--- config.mk ---
export PLATFORM = sky130hd
export DESIGN_NAME = rv16_add_sequencer
export DESIGN_NICKNAME = d
export VERILOG_FILES = /design/src/rtl/rv16_pkg.sv /design/src/rtl/rv16_slice_mux.sv /design/src/rtl/rv16_add_sequencer.sv
export SDC_FILE = /design/constraint.sdc
export NUM_CORES = 1
export LEC_CHECK = 0
export ABC_AREA = 0
export CAP_MARGIN = 20
export CORE_MARGIN = 2
export CORE_UTILIZATION = 49
export DETAILED_ROUTE_END_ITERATION = 16
export MAX_ROUTING_LAYER = met4
export PLACE_DENSITY = 0.8
export RECOVER_POWER = 100
export SYNTH_ARGS = -nofsm -noshare
export SYNTH_HDL_FRONTEND = slang
export SYNTH_HIERARCHICAL = 1
export SYNTH_SLANG_ARGS = --single-unit
--- constraint.sdc ---
create_clock -name clk -period 2.6 [get_ports clk]
set_input_delay 0.39 -clock clk [delete_from_list [all_inputs] [get_ports clk]]
set_output_delay 0.39 -clock clk [all_outputs]
set_load 0.01 [all_outputs]
--- src/rtl/rv16_pkg.sv ---
// -----------------------------------------------------------------------------
// rv16_pkg
// Shared constants and types for the rv16 add sequencer.
//   XLEN   : operand/result width
//   DATA   : width of one slice handed to the slice adder
//   NSLICE : number of slices per operation (XLEN/DATA)
//   KW     : width of the slice index counter
//   addseq_state_t : sequencer FSM states (IDLE, RUN, DONE)
// -----------------------------------------------------------------------------
package rv16_pkg;

    localparam int XLEN   = 16;
    localparam int DATA   = 4;
    localparam int NSLICE = XLEN / DATA;
    localparam int KW     = (NSLICE > 1) ? $clog2(NSLICE) : 1;

    typedef enum logic [1:0] {
        IDLE = 2'd0,
        RUN  = 2'd1,
        DONE = 2'd2
    } addseq_state_t;

endpackage

--- src/rtl/rv16_slice_mux.sv ---
// -----------------------------------------------------------------------------
// rv16_slice_mux
// Combinational selector returning DATA-wide slice number idx of an XLEN word.
// Ports:
//   word  (in)  XLEN-bit source word
//   idx   (in)  slice index, 0 = least-significant slice
//   slice (out) word[idx*DATA +: DATA]
// -----------------------------------------------------------------------------
module rv16_slice_mux #(
    parameter int XLEN = 16,
    parameter int DATA = 4,
    parameter int KW   = 2
) (
    input  logic [XLEN-1:0] word,
    input  logic [KW-1:0]   idx,
    output logic [DATA-1:0] slice
);

    assign slice = word[idx*DATA +: DATA];

endmodule

--- src/rtl/rv16_add_sequencer.sv ---
// -----------------------------------------------------------------------------
// rv16_add_sequencer
// Feeds a 16-bit add/subtract to the external combinational 4-bit slice adder
// one slice per cycle (LSB slice first), chaining the carry through a register,
// and presents the assembled result plus cout/ovf/zero on a valid/ready port.
//
// Handshakes: a transfer happens on a rising clk edge where valid and ready
// are both high. in_ready is high only in IDLE; out_valid is high only in
// DONE and the result/flags hold until the next request is accepted.
//
// Ports:
//   clk, rst_n                 clock, asynchronous active-low reset
//   in_valid/in_ready          request handshake
//   op_a, op_b, op_cin, op_sub request operands
//   slice_a, slice_b, slice_cin  drive to the slice adder (0 outside RUN)
//   slice_sum, slice_cout        response from the slice adder
//   out_valid/out_ready        result handshake
//   result, cout, ovf, zero    result and flags
//
// Build option: RV16_ADDSEQ_SUB_EN -- when defined op_sub selects A - B
// (B inverted, initial carry 1); when undefined op_sub is ignored.
// -----------------------------------------------------------------------------
module rv16_add_sequencer #(
    parameter int XLEN = rv16_pkg::XLEN,
    parameter int DATA = rv16_pkg::DATA
) (
    input  logic            clk,
    input  logic            rst_n,
    input  logic            in_valid,
    output logic            in_ready,
    input  logic [XLEN-1:0] op_a,
    input  logic [XLEN-1:0] op_b,
    input  logic            op_cin,
    input  logic            op_sub,
    output logic [DATA-1:0] slice_a,
    output logic [DATA-1:0] slice_b,
    output logic            slice_cin,
    input  logic [DATA-1:0] slice_sum,
    input  logic            slice_cout,
    output logic            out_valid,
    input  logic            out_ready,
    output logic [XLEN-1:0] result,
    output logic            cout,
    output logic            ovf,
    output logic            zero
);
    import rv16_pkg::*;

    localparam int NSL = XLEN / DATA;
    localparam int KWL = (NSL > 1) ? $clog2(NSL) : 1;
    localparam logic [KWL-1:0] K_LAST = KWL'(NSL - 1);

    addseq_state_t   state_q, state_d;
    logic [KWL-1:0]  k_q, k_d;
    logic [XLEN-1:0] a_q, a_d;
    logic [XLEN-1:0] b_q, b_d;
    logic [XLEN-1:0] result_q, result_d;
    logic            carry_q, carry_d;
    logic            cout_q, cout_d;
    logic            ovf_q, ovf_d;
    logic            zero_q, zero_d;

    logic [XLEN-1:0] b_eff;
    logic            cin_init;
    logic [DATA-1:0] a_slice, b_slice;
    logic [XLEN-1:0] sum_full;

`ifdef RV16_ADDSEQ_SUB_EN
    assign b_eff    = op_sub ? ~op_b : op_b;
    assign cin_init = op_sub ? 1'b1 : op_cin;
`else
    logic unused_op_sub;
    assign unused_op_sub = op_sub;
    assign b_eff         = op_b;
    assign cin_init      = op_cin;
`endif

    rv16_slice_mux #(.XLEN(XLEN), .DATA(DATA), .KW(KWL)) u_mux_a (
        .word  (a_q),
        .idx   (k_q),
        .slice (a_slice)
    );

    rv16_slice_mux #(.XLEN(XLEN), .DATA(DATA), .KW(KWL)) u_mux_b (
        .word  (b_q),
        .idx   (k_q),
        .slice (b_slice)
    );

    always_comb begin
        state_d   = state_q;
        k_d       = k_q;
        a_d       = a_q;
        b_d       = b_q;
        result_d  = result_q;
        carry_d   = carry_q;
        cout_d    = cout_q;
        ovf_d     = ovf_q;
        zero_d    = zero_q;
        in_ready  = 1'b0;
        out_valid = 1'b0;
        slice_a   = '0;
        slice_b   = '0;
        slice_cin = 1'b0;
        // Result as it will look once the current slice is written; on the
        // last slice this is the complete sum used for the flags.
        sum_full  = result_q;
        sum_full[k_q*DATA +: DATA] = slice_sum;

        case (state_q)
            IDLE: begin
                in_ready = 1'b1;
                if (in_valid) begin
                    a_d     = op_a;
                    b_d     = b_eff;
                    carry_d = cin_init;
                    k_d     = '0;
                    state_d = RUN;
                end
            end
            RUN: begin
                slice_a   = a_slice;
                slice_b   = b_slice;
                slice_cin = carry_q;
                result_d  = sum_full;
                carry_d   = slice_cout;
                k_d       = k_q + 1'b1;
                if (k_q == K_LAST) begin
                    k_d     = '0;
                    state_d = DONE;
                    cout_d  = slice_cout;
                    ovf_d   = (a_q[XLEN-1] == b_q[XLEN-1]) &&
                              (sum_full[XLEN-1] != a_q[XLEN-1]);
                    zero_d  = (sum_full == '0);
                end
            end
            DONE: begin
                out_valid = 1'b1;
                if (out_ready) begin
                    state_d = IDLE;
                end
            end
            default: state_d = IDLE;
        endcase
    end

    always_ff @(posedge clk or negedge rst_n) begin
        if (!rst_n) begin
            state_q  <= IDLE;
            k_q      <= '0;
            a_q      <= '0;
            b_q      <= '0;
            result_q <= '0;
            carry_q  <= 1'b0;
            cout_q   <= 1'b0;
            ovf_q    <= 1'b0;
            zero_q   <= 1'b0;
        end else begin
            state_q  <= state_d;
            k_q      <= k_d;
            a_q      <= a_d;
            b_q      <= b_d;
            result_q <= result_d;
            carry_q  <= carry_d;
            cout_q   <= cout_d;
            ovf_q    <= ovf_d;
            zero_q   <= zero_d;
        end
    end

    assign result = result_q;
    assign cout   = cout_q;
    assign ovf    = ovf_q;
    assign zero   = zero_q;

endmodule

==> out/qor.csv <==
metric,value,unit
clk_latency,0.31,ns
numPortBuffers,71,
synth_warnings,6,
antennaDiodeCount,0,
wl_met3,307,um
total_power,4.22,mW
rows,27,
grt_pass1_vias,2343,
synthTopCellsByArea,"dfrtp_1, nand2_1, mux4_1, a22o_1, ha_1",
grt_use_total,21.4,%
gp_congestion,0.822,
netlist_instances,282,
rrSetupSlack,0.43,ns
die-width,79.5,um
ys_async_sr_fraction,100,%
synth_nets,331,
dp_hpwl,4180,um
multi_input_area,1270,sq um
r2r_start,k_q[0],
worst_ep_required_time,2.21,ns
clockBufferDepth,2,
postCtsHoldBufs,0,
via_count,2250,
cp-start-kind,register,
drc,0,
max_slew_margin,5.75,%
r2r_end,zero,
core-area,5510,sq um
area_growth,30.2,%
cts_tree,yes,
critPathArrivalTime,2.11,ns
cts_root_buffer,clkbuf_8,
boundaryPins,73,
syn_avg_cell_area,9.92,sq um
hold_viol_final,0,
postRouteAntennaNets,0,
ys_seq_elements,56,
start_util,50.8,%
drt-met1-wl,2680,um
highest_layer,met4,
peakVddDrop,0.488,mV
clock_skew,0.00595,ns
status,"finished, final reports clean",
synth.top_cell.area_share,50.1,%
fmax,400,MHz
clkSlewWorstSetupHoldPaths,0.10,ns
drv_slew,0,
grt_pass1_wl,10500,um
htree_levels,2,
cts.sinks,56,
dr.pass1.iters,4,
die_y,79.5,um
fin_tns_setup,0,ns
fillers,460,
syn-cell-area,2800,sq um
die-area,6330,sq um
numCtsBuffers,5,
crit_chain,buf_4 > mux4_1 > and2_1 > clkdlybuf4s50_1,
nets,402,
max_cap_viol_count,0,
grt-ovfl-total,0,
slowest_stage,mux4_1,
grt_max_degree,57,
synthDistinctLibCells,42,
synth_most_common_cell,nand2_1,
crit_type,register to output pin,
vias_per_cell,5.28,
finalSetupViolCount,0,
synth-seq-area-share,50.1,%
crit_fanout,11,
yosysTopAreaCell,dfrtp_1,
regArea,1400,sq um
wl_met2,2940,um
tightest_slew,1.41,ns
post-route-util,66.1,%
period_needed,2.50,ns
drive_gt1_share,5.37,%
power_density,1160,nW/um^2
hold_path.class,input port to async pin,
r2r_cells,7,
postCtsResizedCells,0,
wire_per_inst,14.0,um
cp-end-kind,output pin,
antenna_found_initial,0,
synth-edff-count,0,
p_leak,1.75,nW
whs,0.448,ns
wirelength,5970,um
critPathMaxStageDelay,0.57,ns
fin_crit_sh,96.2,%
synthFlopType,dfrtp_1,
postCtsSetupBuffers,0,
drt_first_iter_violations,120,
rsz0062_at_grt,no,
synth.cells.most_frequent,"nand2_1, dfrtp_1, a22o_1",
-- report_power, final --
| group | internal [mW] | leakage [nW] | switching, mW |
|---|---|---|---|
| Clock | 0.286 | 0.0552 | 0.276 |
| Sequential | 1.26 | 0.714 | 0.232 |
| Combinational | 1.07 | 0.976 | 1.10 |
| Total | 2.62 | 1.75 | 1.60 |
-- registers in the layout, summed over array words and instances (netlist names) --
name     flops
a_q         16
b_q         16
result      16
k_q          2
state_q      2
carry_q      1
cout         1
ovf          1
zero         1
-- worst max path at each step --
stage                start    endpoint  slack [ns]  depth (start not counted)
floorplan           k_q[0]        zero        0.43                          8
global placement    k_q[0]  slice_b[2]        0.48                          4
detailed placement  k_q[0]  slice_b[1]        0.46                          4
CTS                 k_q[0]  slice_b[1]         0.1                          4
global route        k_q[0]  slice_b[1]        0.02                          4
finish              k_q[0]  slice_b[1]         0.1                          4
-- layout by cell type, fill, tap and decap left out, types with 2 or more instances in the layout --
cell / synthesis / layout
a22o_1: 12 / 12
and2_0: 0 / 7
and2_1: 11 / 4
buf_4: 1 / 4
clkbuf_1: 5 / 3
clkbuf_8: 0 / 5
clkdlybuf4s50_1: 0 / 49
dfrtp_1: 56 / 56
dlygate4sd3_1: 0 / 21
ha_1: 6 / 6
inv_1: 6 / 6
mux4_1: 8 / 8
nand2_1: 111 / 111
nand2b_1: 3 / 3
nand3_1: 3 / 3
nand3b_1: 4 / 4
nand4bb_1: 2 / 2
nor2_1: 7 / 7
nor2b_1: 1 / 2
nor3_1: 3 / 3
nor4_1: 4 / 4
o21ai_0: 4 / 4
o22ai_1: 3 / 3
o31ai_1: 4 / 4
-- layout make-up --
class | count | share of cell area, %
Clock buffer | 6 | 1.99
Clock inverter | 2 | 0.962
Inverter | 6 | 0.619
Timing Repair Buffer | 78 | 20.5
Multi-Input combinational cell | 206 | 34.9
Tap cell | 72 | 2.47
Sequential cell | 56 | 38.5
-- critical path, delay by kind of cell, from the launching register on --
| kind | cells | cell delay, ns |
|---|---|---|
| DFF | 1 | 0.35 |
| and+or+nand+nor | 1 | 0.17 |
| buffers and inverters | 2 | 0.70 |
| muxes | 1 | 0.57 |
-- kinds of logic (layout without fill, tap and decap cells) --
family          Yosys count  count (layout)  share of synthesized area (%)
simple gates            156             156                           25.1
flops                    56              56                           50.1
buf+inv                  20              92                           4.07
compound gates           34              34                           9.75
fa+ha+maj                 6               6                           2.68
mux                      10              10                           8.28
-- stage by stage --
step / instances / cell area [sq um] / setup slack (ns)
floorplan: 282 / 2800 / 0.433
global placement: 418 / 3550 / 0.482
detailed placement: 418 / 3550 / 0.462
CTS: 426 / 3660 / 0.0993
global route: 426 / 3640 / 0.0183
finish: 426 / 3640 / 0.0996
-- per-layer routing --
layer	up-vias	global-route usage [%]
met3	6	4.86
li1	1111	-
met1	1069	25.3
met5	-	-
met4	0	3.97
met2	64	37.9
(Power assumes the default switching activity.)
